[config.mk]
export PLATFORM = sky130hd
export DESIGN_NAME = serial_add_sub_flat
export DESIGN_NICKNAME = d
export VERILOG_FILES = /design/src/rtl/serial_add_sub_if.sv /design/src/rtl/serial_add_sub.sv /design/src/flat_wrapper.sv
export SDC_FILE = /design/constraint.sdc
export NUM_CORES = 1
export LEC_CHECK = 0
export CAP_MARGIN = 20
export CORE_MARGIN = 3
export CORE_UTILIZATION = 46
export DETAILED_ROUTE_END_ITERATION = 10
export GPL_TIMING_DRIVEN = 0
export PLACE_DENSITY_LB_ADDON = 0.3
export SLEW_MARGIN = 0
export SYNTH_ARGS = -nofsm -noshare
export SYNTH_HDL_FRONTEND = slang
export SYNTH_SLANG_ARGS = --single-unit
[constraint.sdc]
create_clock -name clk -period 1.7 [get_ports clk]
set_clock_uncertainty 0.2 [all_clocks]
set_input_delay 0.34 -clock clk [delete_from_list [all_inputs] [get_ports clk]]
set_output_delay 0.34 -clock clk [all_outputs]
set_load 0.005 [all_outputs]
[src/rtl/serial_add_sub_if.sv]
// Handshake and data bundle for the bit-serial adder/subtractor.
interface serial_add_sub_if #(
    parameter int WIDTH = 8
);
    logic             start;
    logic             op;
    logic [WIDTH-1:0] a;
    logic [WIDTH-1:0] b;
    logic             busy;
    logic             done;
    logic [WIDTH-1:0] result;
    logic             cout;
    logic             overflow;

    // Requester side: issues operations, observes status and results
    modport master (
        output start, op, a, b,
        input  busy, done, result, cout, overflow
    );

    // Engine side
    modport slave (
        input  start, op, a, b,
        output busy, done, result, cout, overflow
    );
endinterface

[src/rtl/serial_add_sub.sv]
// Bit-serial adder/subtractor: one full-add/full-sub slice, LSB first,
// one bit per clock. Result and flags are held until the next operation
// completes.
module serial_add_sub #(
    parameter int WIDTH = 8
) (
    input  logic               clk,
    input  logic               rst_n,
    serial_add_sub_if.slave    bus
);
    localparam int CW = (WIDTH > 2) ? $clog2(WIDTH) : 1;

    typedef enum logic [1:0] {IDLE, RUN, DONE} state_t;

    state_t           state, state_nxt;
    logic [WIDTH-1:0] sa, sb, sr;
    logic [WIDTH-1:0] result_q;
    logic             c, op_q, cout_q, ovf_q;
    logic [CW-1:0]    cnt;

    logic             s, c_nxt, accept, last;

    // Operations are only accepted when the engine is not running
    assign accept = bus.start && (state == IDLE || state == DONE);
    assign last   = (cnt == CW'(WIDTH - 1));

    // Single bit slice: sum/difference bit and next carry/borrow
    always_comb begin
        s = sa[0] ^ sb[0] ^ c;
        if (op_q)
            c_nxt = (~sa[0] & sb[0]) | (c & ~(sa[0] ^ sb[0]));
        else
            c_nxt = (sa[0] & sb[0]) | (c & (sa[0] ^ sb[0]));
    end

    // State register
    always_ff @(posedge clk or negedge rst_n) begin
        if (!rst_n) state <= IDLE;
        else        state <= state_nxt;
    end

    // Next-state logic
    always_comb begin
        state_nxt = state;
        case (state)
            IDLE:    state_nxt = bus.start ? RUN : IDLE;
            RUN:     state_nxt = last ? DONE : RUN;
            DONE:    state_nxt = bus.start ? RUN : IDLE;
            default: state_nxt = IDLE;
        endcase
    end

    // Status outputs decoded from state so reset clears them immediately
    always_comb begin
        bus.busy = (state == RUN);
        bus.done = (state == DONE);
    end

    // Datapath: load operands, shift one bit per cycle, publish on last bit
    always_ff @(posedge clk or negedge rst_n) begin
        if (!rst_n) begin
            sa       <= '0;
            sb       <= '0;
            sr       <= '0;
            c        <= 1'b0;
            op_q     <= 1'b0;
            cnt      <= '0;
            result_q <= '0;
            cout_q   <= 1'b0;
            ovf_q    <= 1'b0;
        end else if (accept) begin
            sa   <= bus.a;
            sb   <= bus.b;
            op_q <= bus.op;
            c    <= 1'b0;
            cnt  <= '0;
        end else if (state == RUN) begin
            sa  <= sa >> 1;
            sb  <= sb >> 1;
            sr  <= {s, sr[WIDTH-1:1]};
            c   <= c_nxt;
            cnt <= cnt + 1'b1;
            if (last) begin
                // c is the carry into the MSB slice; XOR with carry out
                // gives two's-complement overflow for both add and sub
                result_q <= {s, sr[WIDTH-1:1]};
                cout_q   <= c_nxt;
                ovf_q    <= c ^ c_nxt;
            end
        end
    end

    // Published results
    always_comb begin
        bus.result   = result_q;
        bus.cout     = cout_q;
        bus.overflow = ovf_q;
    end
endmodule

[src/flat_wrapper.sv]
// flat-port wrapper written by rule: the top's interface ports become plain ports
module serial_add_sub_flat 
#(
    parameter int WIDTH = 8
)
  (clk, rst_n, bus_start, bus_op, bus_a, bus_b, bus_busy, bus_done, bus_result, bus_cout, bus_overflow);
  serial_add_sub_if #(.WIDTH(WIDTH)) bus_i ();
  input  logic clk;
  input  logic rst_n;
  input wire logic [$bits(bus_i.start)-1:0] bus_start;
  input wire logic [$bits(bus_i.op)-1:0] bus_op;
  input wire logic [$bits(bus_i.a)-1:0] bus_a;
  input wire logic [$bits(bus_i.b)-1:0] bus_b;
  output wire logic [$bits(bus_i.busy)-1:0] bus_busy;
  output wire logic [$bits(bus_i.done)-1:0] bus_done;
  output wire logic [$bits(bus_i.result)-1:0] bus_result;
  output wire logic [$bits(bus_i.cout)-1:0] bus_cout;
  output wire logic [$bits(bus_i.overflow)-1:0] bus_overflow;
  assign bus_i.start = bus_start;
  assign bus_i.op = bus_op;
  assign bus_i.a = bus_a;
  assign bus_i.b = bus_b;
  assign bus_busy = bus_i.busy;
  assign bus_done = bus_i.done;
  assign bus_result = bus_i.result;
  assign bus_cout = bus_i.cout;
  assign bus_overflow = bus_i.overflow;
  serial_add_sub #(.WIDTH(WIDTH)) u_core (.clk(clk), .rst_n(rst_n), .bus(bus_i));
endmodule
==> key figures <==
Global routing
  • Largest net degree at the start of global routing: just over 40
  • GRT Total Usage: 0.167
  • Grt total ovfl: 0
  • First-pass GRT wire length: about 5.7 mm
  • Antenna violations before repair: 0
  • Vias in the first global route: approximately 1300

Min path
  • Hold Crit Class: input pin to asynchronous set/reset pin

Logic synthesis
  • Cell taking the most area after synthesis: dfrtp_1
  • Syn nets: around 190
  • Yosys reg bits: 40
  • Number of synthesis warnings: 0
  • Avg Cell Area, Syn: approximately 11 um2
  • Cell area after synthesis: around 0.0017 mm2
  • Yosys cell types: 24
  • Top-area cell type share of the netlist area: 0.576
  • Top post-synthesis cells by area: dfrtp_1 58%, nand2_1 11%, a31oi_1 4.7%, mux2_4 4.3%, nor2_1 3.0%
  • Register area share after synthesis: 0.576
  • Syn Inst Count: approximately 170

Worst setup path
  • Critical Path RT: ~1.7 ns
  • CP max stage cell: dfrtp_1
  • Endpoint class of the critical path: flop
  • Worst Setup Start Kind: flop
  • Crit-path max cell delay: ~0.4 ns
  • CP Class: flop to flop
  • Crit path DAT: roughly 1.7 ns
  • Worst reg2reg path depth: 5
  • R2r endpoint: u_core.bus.result[2]
  • R2R Path Start: u_core.cnt[0]
  • CP Cell Sequence: ha_2 -> ha_4 -> nand3b_1 -> buf_6 -> mux2_4
  • Crit Path Max Fanout: 7
  • R2r setup slk: 0.001 ns

Power and ir drop
  • PwrDens: 1850 mW/mm2
  • Leak pwr: between 1 and 1.5 nW
  • VDD IR max: ~1000 uV

Timing
  • Slew Viols, Final: 0
  • Fin crit period: around 1.7 ns
  • Fmax: roughly 600 MHz
  • Setup-failing EPs final: 0
  • Fin. Hold Viols: 40
  • Final Cycle Share: 0.999
  • Hold_ws: -0.0375 ns
  • Worst slew pin tran: about 0.86 ns
  • RSZ-0062 raised after global routing: true
  • Rel. slew slack: 0.428

Placement
  • Final estimated routing congestion in global placement: ~0.74
  • Port buffer count: 31
  • DP HPWL: 2.41 mm
  • Dpl cells: ~240

Layout
  • Most common cell after layout, fill and taps aside: nand2_1
  • Multi-input logic area: roughly 670 um2
  • Non-filler cells, final: 260
  • Diodes inserted: 0
  • Sequential cell area: 0.00100 mm2
  • Nets: roughly 240
  • Area delta synth->final: 34.6%
  • Most frequent cells in the layout: 52 x nand2_1, 40 x dfrtp_1, 19 x clkdlybuf4s50_1
  • Layout cells sized above 1: 0.206
  • Fill cell count: roughly 270

Detailed routing
  • DR pass1 iterations: 5
  • # DRC: 0
  • Post-route ant nets: 0
  • Drt wl/cell: between 10 and 15 um
  • WL final: roughly 3.7 mm
  • Vias: 1360
  • Avg Vias per Cell: around 5.2
  • 1st-iter DRT viols: 96

Floorplanning
  • Die width: 67.4 um
  • Initial core utilization: 0.497
  • Top Ports: 32
  • Core footprint: 0.00349 mm2
  • Rows: 21
  • Die H: a little under 70 um
  • DIE AREA: roughly 0.0045 mm2

Clock network
  • CTS tree: done
  • CTS sink cnt: 40
  • Root buf cell: clkbuf_8
  • Inserted Clock Buffers: 5
  • CTS H-tree lvls: 2
  • Clock transition at path regs: 0.07 ns
  • Clk buf depth: 2
  • Worst-Skew Late Latency: roughly 0.28 ns

Flow run
  • Max-cap violations: 0

Run status
  • Status: complete, but fails checks
  • Failing checks: negative hold slack
==> registers in the layout, summed over array words and instances, names as in the netlist <==
name / flops
u_core.bus.result: 8
u_core.sb: 8
u_core.sr: 7
u_core.sa: 8
u_core.state: 2
u_core.c: 1
u_core.op_q: 1
u_core.cnt: 3
u_core.bus.overflow: 1
u_core.bus.cout: 1
==> repair_timing <==
| action | in CTS | in global routing |
|---|---|---|
| setup buffers | 4 | 8 |
| hold buffers | 0 | 0 |
| setup endpoints to repair | 8 | 21 |
| endpoints found under the hold margin | 0 | 0 |
| gates resized for setup | 10 | 17 |
| pin swaps | 0 | 1 |
==> worst max-delay path, delay by kind of cell (launching register included) <==
family | cells | cell delay, ns
DFF | 1 | 0.40
adders and majority gates | 2 | 0.36
muxes | 1 | 0.30
buffers and inverters | 1 | 0.17
and+or+nand+nor | 1 | 0.15
==> power breakdown <==
part           internal (mW)  leakage, nW  switching, mW  total, mW
clock network          0.361       0.0503          0.293      0.655
registers               1.41        0.493          0.271       1.68
logic                   1.06        0.647          0.929       1.99
==> final cells by class <==
| cell class | count | share of cell area |
|---|---|---|
| buffer | 8 | 0.0252 |
| multi-input combinational | 111 | 0.289 |
| timing repair buffer | 43 | 0.179 |
| inverter | 5 | 0.0134 |
| tap | 46 | 0.0246 |
| clock buffer | 7 | 0.0412 |
| sequential | 40 | 0.428 |
==> layer usage <==
metal	GRT usage	wire, um
met5	0	0
met4	0.0506	32
met3	0.0399	194
met2	0.290	1880
met1	0.206	1550
==> cell usage after synthesis, drive strengths merged <==
library cell,count
nand2,52
dfrtp,40
nor2,14
a31oi,13
buf,9
mux2,8
inv,5
o21ai,5
a22o,4
and2b,2
fa,2
ha,2
nand2b,2
a21oi,1
a221o,1
mux2i,1
nand3,1
nand3b,1
nor3,1
xnor2,1
==> kinds of logic (layout without fill, tap and decap cells) <==
logic type               after synthesis  in the layout  share of synthesized area
multiplexers                           9              9                     0.0684
buffers and inverters                 14             63                     0.0540
adder cells (fa/ha/maj)                4              4                     0.0375
XOR/XNOR                               1              1                    0.00504
flip-flops                            40             40                      0.576
AND/OR/NAND/NOR                       73             73                      0.169
AO/OA/AOI/OAI                         24             24                     0.0901
==> through the flow <==
step                TNS [ns]  worst slack (ns)  area, um2  utilization  total power, mW
floorplan                  0            0.0111       1740            -             2.78
global placement      -33.19            -0.812       2100        0.602             3.32
detailed placement    -0.985            -0.233       2100        0.601             3.42
CTS                 -0.00662          -0.00662       2230        0.638             4.14
global route          -0.182           -0.0322       2340        0.669             4.64
finish                     0           0.00145       2340        0.669             4.32
==> worst max-delay path by stage <==
| stage | from | to | cells past startpoint |
|---|---|---|---|
| global route | u_core.cnt[0] | u_core.bus.cout | 5 |
| floorplan | u_core.cnt[0] | u_core.bus.cout | 5 |
| CTS | u_core.state[1] | bus_busy | 4 |
| detailed placement | u_core.state[1] | bus_busy | 5 |
| finish | u_core.cnt[0] | u_core.bus.result[2] | 5 |
| global placement | rst_n | u_core.sb[5] | 1 |
Note: power is estimated with default switching activity, not from simulation.
